$ cat src/rtl/split_result_collector.sv
// rtl/split_result_collector.sv - reduces per-split verdicts to candidate verdicts, counts them, queues satisfying IDs
module split_result_collector #(
    parameter int NUM_SPLITS = 4,
    parameter int ID_W       = 16,
    parameter int CNT_W      = 32,
    parameter int FIFO_DEPTH = 8
) (
    input  logic                          clk,
    input  logic                          rst_n,
    input  logic                          clear,
    input  logic                          in_valid,
    output logic                          in_ready,
    input  logic [ID_W-1:0]               in_id,
    input  logic [NUM_SPLITS-1:0]         in_x,
    output logic                          sol_valid,
    input  logic                          sol_ready,
    output logic [ID_W-1:0]               sol_id,
    output logic [CNT_W-1:0]              tested_cnt,
    output logic [CNT_W-1:0]              sat_cnt,
    output logic                          found,
    output logic [ID_W-1:0]               first_id,
    output logic                          overflow,
    output logic [$clog2(FIFO_DEPTH):0]   fifo_level
);

    localparam int AW = $clog2(FIFO_DEPTH);

    logic            s1_valid_q;
    logic            s1_sat_q;
    logic [ID_W-1:0] s1_id_q;

    logic [CNT_W-1:0] tested_q, tested_d;
    logic [CNT_W-1:0] sat_q, sat_d;
    logic             found_q, found_d;
    logic [ID_W-1:0]  first_id_q, first_id_d;
    logic             overflow_q, overflow_d;
    logic [AW:0]      wr_ptr_q, wr_ptr_d;
    logic [AW:0]      rd_ptr_q, rd_ptr_d;

    logic [ID_W-1:0]  mem_q [FIFO_DEPTH];

    logic accept;
    logic push;
    logic pop;
    logic full;
    logic wr_en;

    // The input never stalls; only a soft clear blocks acceptance.
    assign in_ready = ~clear;
    assign accept   = in_valid & ~clear;

    assign fifo_level = wr_ptr_q - rd_ptr_q;
    assign sol_valid  = (fifo_level != '0);
    assign pop        = sol_valid & sol_ready;
    assign full       = (wr_ptr_q[AW-1:0] == rd_ptr_q[AW-1:0]) && (wr_ptr_q[AW] != rd_ptr_q[AW]);
    assign push       = s1_valid_q & s1_sat_q;
    // A full FIFO still takes the push when the head leaves in the same cycle.
    assign wr_en      = push & (~full | pop) & ~clear;

    // Head is gated so an empty FIFO shows zero rather than stale storage.
    assign sol_id     = sol_valid ? mem_q[rd_ptr_q[AW-1:0]] : '0;

    assign tested_cnt = tested_q;
    assign sat_cnt    = sat_q;
    assign found      = found_q;
    assign first_id   = first_id_q;
    assign overflow   = overflow_q;

    // Stage 1: register the accepted candidate and its AND-reduced verdict.
    always_ff @(posedge clk or negedge rst_n) begin
        if (!rst_n) begin
            s1_valid_q <= 1'b0;
            s1_sat_q   <= 1'b0;
            s1_id_q    <= '0;
        end else if (clear) begin
            s1_valid_q <= 1'b0;
            s1_sat_q   <= 1'b0;
            s1_id_q    <= '0;
        end else begin
            s1_valid_q <= accept;
            s1_sat_q   <= &in_x;
            s1_id_q    <= in_id;
        end
    end

    // Stage 2 next state: saturating counters, first-hit latch, FIFO pointers; clear wins.
    always_comb begin
        tested_d   = tested_q;
        sat_d      = sat_q;
        found_d    = found_q;
        first_id_d = first_id_q;
        overflow_d = overflow_q;
        wr_ptr_d   = wr_ptr_q;
        rd_ptr_d   = rd_ptr_q;
        if (s1_valid_q) begin
            if (tested_q != '1) begin
                tested_d = tested_q + CNT_W'(1);
            end
            if (s1_sat_q) begin
                if (sat_q != '1) begin
                    sat_d = sat_q + CNT_W'(1);
                end
                if (!found_q) begin
                    found_d    = 1'b1;
                    first_id_d = s1_id_q;
                end
            end
        end
        if (push && full && !pop) begin
            overflow_d = 1'b1;
        end
        if (wr_en) begin
            wr_ptr_d = wr_ptr_q + 1'b1;
        end
        if (pop) begin
            rd_ptr_d = rd_ptr_q + 1'b1;
        end
        if (clear) begin
            tested_d   = '0;
            sat_d      = '0;
            found_d    = 1'b0;
            first_id_d = '0;
            overflow_d = 1'b0;
            wr_ptr_d   = '0;
            rd_ptr_d   = '0;
        end
    end

    // Stage 2 state register.
    always_ff @(posedge clk or negedge rst_n) begin
        if (!rst_n) begin
            tested_q   <= '0;
            sat_q      <= '0;
            found_q    <= 1'b0;
            first_id_q <= '0;
            overflow_q <= 1'b0;
            wr_ptr_q   <= '0;
            rd_ptr_q   <= '0;
        end else begin
            tested_q   <= tested_d;
            sat_q      <= sat_d;
            found_q    <= found_d;
            first_id_q <= first_id_d;
            overflow_q <= overflow_d;
            wr_ptr_q   <= wr_ptr_d;
            rd_ptr_q   <= rd_ptr_d;
        end
    end

    // FIFO storage; contents are meaningless once the pointers are reset.
    always_ff @(posedge clk) begin
        if (wr_en) begin
            mem_q[wr_ptr_q[AW-1:0]] <= s1_id_q;
        end
    end

endmodule
$ cat config.mk
export PLATFORM = sky130hd
export DESIGN_NAME = split_result_collector
export DESIGN_NICKNAME = d
export VERILOG_FILES = /design/src/rtl/split_result_collector.sv
export SDC_FILE = /design/constraint.sdc
export NUM_CORES = 1
export LEC_CHECK = 0
export CAP_MARGIN = 40
export CORE_MARGIN = 5
export CORE_UTILIZATION = 50
export DETAILED_ROUTE_END_ITERATION = 6
export PLACE_DENSITY = 0.73
export SETUP_SLACK_MARGIN = 0.3
export SLEW_MARGIN = 20
export SYNTH_ARGS = -nofsm -noshare
export SYNTH_HDL_FRONTEND = slang
export SYNTH_SLANG_ARGS = --single-unit
$ cat constraint.sdc
create_clock -name clk -period 5.2 [get_ports clk]
set_input_delay 0.78 -clock clk [delete_from_list [all_inputs] [get_ports clk]]
set_output_delay 0.78 -clock clk [all_outputs]
set_load 0.03 [all_outputs]
==> run summary <==
status: finished clean
Rel. slew slack: 52.1%
post-CTS sizing: 0
initial antenna violation count: 0
row count: 53
grt ovf: 0
DIE AREA: 24400 µm²
Post-Syn Area: 10700 µm²
Die Height: 156 µm
TritonCTS buffer count: 25
Syn Inst Count: 819
Pre-antenna DRT Iters: 5
CTS root buffer: clkbuf_16
HP Class: input pin to asynchronous set/reset pin
routed via count: 7455
gr usage total: 20.5%
CTS tree: done
simple-gate share of the synthesized area: 17.4%
post-layout min period: 4520 ps
unrepaired setup endpoints after global routing: false
Ys Warns: 0
layout cells sized above 1: 14.2%
drt via density: 5.97
leakage power: 4.75 nW
gp weighted congestion: 0.827
WP data required: 4420 ps
Synth Area in Adders: 1.01%
Pins Over Slew Limit: 0
critical path data arrival time: 3740 ps
clock share of power: 34.9%
cell area power density: 380 nW/µm²
area grow syn2layout: 22.6%
Post-synth EDFFs: 128
first-pass GRT wire length: 40.2 mm
drt first-iter violations: 528
total power: 4.97 mW
fin nets: 988
post-CTS setup buffers: 0
remaining antenna violation count: 0
syn_nets: 852
clock latency on the worst-skew pair: 530 ps
Num Clock Sinks: 236
Hold-fix buffers, CTS: 0
syn_area_per_cell: 13.0 µm²
sequential power share: 40.6%
dpl cells: 1202
fin area: 13100 µm²
largest family of logic cells by synthesized area: simple AND/OR/NAND/NOR gates
dpl cell area: 12300 µm²
Finished Layout Cells: 1249
Worst Max-Slew Pin Slew: 718 ps
Pint: 3.52 mW
DP HPWL: 16.7 mm
xor and xnor area share after synthesis: 0.410%
Clock Pin Slew Worst Setup and Hold Paths: 60 ps
Post-synth top flop: edfxtp_1
Peak supply drop: 0.268 mV
Critical Path End Type: output port
critical path class: register to output port
Ports: 129
P_sw: 1.45 mW
sequential share of the synthesized area: 61.3%
CP Launch Type: register
total wire length: 25.2 mm
fin crit share: 86.9%
Port Buffers: 128
Setup Skew: 25.4 ps
max-cap violations: 0
Comb power frac: 24.5%
starting density of the core: 50.8%
Bufs on Longest Clock Path: 3
setup violators final: 0
FFs w/ async S/R, synth: 45.8%
vias in the first global route: 7420
Switching Share: 29.2%
critical path fanouts, max: 17
multiplexer area fraction after synthesis: 8.12%
Routed wire per std cell: 20.1 µm
endpoints failing hold: 0
Synth Register Bits: 236
Yosys cell types: 73
drt drc: 0
Fin Setup TNS: 0 ps
die width: 156 µm
htree depth: 1
Synth Area in Compound Gates: 8.97%
Fmax: 221 MHz
# diodes: 0
largest net degree at the start of global routing: 56
Core Area: 21000 µm²
## logic make-up (layout without fill, tap and decap cells)
| group | Yosys count | count (layout) |
|---|---|---|
| simple gates | 317 | 317 |
| flops | 236 | 236 |
| compound gates | 152 | 152 |
| buf+inv | 57 | 212 |
| mux | 44 | 44 |
| fa+ha+maj | 8 | 8 |
| xor+xnor | 5 | 5 |
## through the flow
step | utilization (%) | worst slack (ps) | hold slack [ps]
2_1_floorplan | - | 365 | 484
3_3_place_gp | 58.2 | 1330 | 490
3_5_place_dp | 58.3 | 1200 | 492
4_1_cts | 62.2 | 623 | 314
5_1_grt | 62.3 | 476 | 356
6_report | 62.3 | 681 | 293
## critical path: stages (launching register included)
cell and delay (ps):
dfrtp_1 350, clkinv_1 480, ha_1 560, xor2_1 190
or3_1 490, a21oi_1 220, buf_4 260, a21oi_1 70
clkdlybuf4s50_1 600
## cells in the mapped netlist (all sizes together) (2+ instances only)
cell type | number | area (µm²)
edfxtp | 128 | 3840
dfrtp | 108 | 2700
nand2 | 72 | 270
a21oi | 61 | 309
nor2 | 42 | 158
nand3 | 34 | 188
mux4 | 32 | 721
nor2b | 32 | 200
o21ai | 30 | 150
nand4 | 27 | 211
or3 | 26 | 164
clkbuf | 22 | 86.3
nor4 | 22 | 189
buf | 19 | 139
or4 | 19 | 148
a22o | 17 | 149
o31ai | 16 | 120
inv | 14 | 52.6
mux2 | 12 | 146
nor3 | 10 | 61.3
and3 | 8 | 51.3
ha | 7 | 87.6
and4 | 6 | 52.6
o21a | 5 | 37.5
and2 | 4 | 25.0
o31a | 4 | 36.3
xor2 | 4 | 35.0
nand4b | 3 | 26.3
o21bai | 3 | 22.5
o311ai | 3 | 26.3
a311oi | 2 | 17.5
a31o | 2 | 17.5
a31oi | 2 | 12.5
nand2b | 2 | 12.5
nor3b | 2 | 20.0
nor4b | 2 | 32.5
o211ai | 2 | 15.0
or2 | 2 | 15.0
## path summary, 6_finish.rpt
check	from	to	slack, ps	cells past startpoint
hold / removal	rst_n	tested_cnt[2]	290	1
min in group clk	first_id[9]	first_id[9]	510	1
max in group asynchronous	rst_n	sat_cnt[25]	3700	2
setup reg to reg	rd_ptr_q[2]	mem_q[6][15]	1710	8
hold reg to reg	first_id[9]	first_id[9]	510	1
setup / recovery	rd_ptr_q[2]	sol_id[13]	680	8
## metal layers
layer | track usage, % | vias up | share of wire (%)
li1 | - | 3419 | -
met1 | 28.8 | 3754 | 43
met2 | 33.4 | 254 | 49
met3 | 4.63 | 28 | 7.4
met4 | 3.72 | 0 | 1.2
met5 | 0 | - | 0
## flip-flops by register name (all words and copies together) (netlist names)
name	flops
mem_q	128
sat_cnt	32
wr_ptr_q	4
overflow	1
s1_valid_q	1
s1_id_q	16
tested_cnt	32
found	1
rd_ptr_q	4
s1_sat_q	1
first_id	16
## cells in the final DEF (no fill, tap or decap), types with 4 or more instances in the layout
| master | count |
|---|---|
| edfxtp_1 | 128 |
| clkdlybuf4s50_1 | 126 |
| dfrtp_1 | 107 |
| nand2_1 | 72 |
| a21oi_1 | 60 |
| nor2_1 | 42 |
| nand3_1 | 32 |
| nor2b_1 | 32 |
| mux4_2 | 32 |
| o21ai_0 | 28 |
| clkbuf_16 | 27 |
| or3_1 | 25 |
| nand4_1 | 23 |
| buf_4 | 21 |
| a22o_1 | 17 |
| o31ai_1 | 16 |
| nor4_1 | 15 |
| or4_1 | 15 |
| inv_1 | 14 |
| and3_1 | 7 |
| mux2_2 | 7 |
| nor3_1 | 7 |
| ha_1 | 7 |
| and4_1 | 6 |
| o21a_1 | 5 |
| clkinv_1 | 5 |
| clkbuf_1 | 5 |
| clkinv_2 | 5 |
| or4_2 | 4 |
| xor2_1 | 4 |
| and2_1 | 4 |
| nor4_2 | 4 |
## power by group through the flow
stage               Combinational (mW)  Clock [mW]  Sequential (mW)
floorplan                        0.817           0             2.05
CTS                               1.23        1.77             2.02
global placement                  1.22           0             2.05
detailed placement                1.23           0             2.05
finish                            1.22        1.74             2.02
global route                      1.31        1.85             2.02
## area by class of cell
type | count | area [µm²]
clock buffers | 33 | 708
clock inverters | 13 | 106
fillers | 1639 | 7930
inverters | 15 | 56.3
multi-input cells | 526 | 3870
flip-flops and latches | 236 | 6550
well taps | 275 | 344
repair buffers | 151 | 1460
No activity file was read; power rests on OpenSTA's default activity.
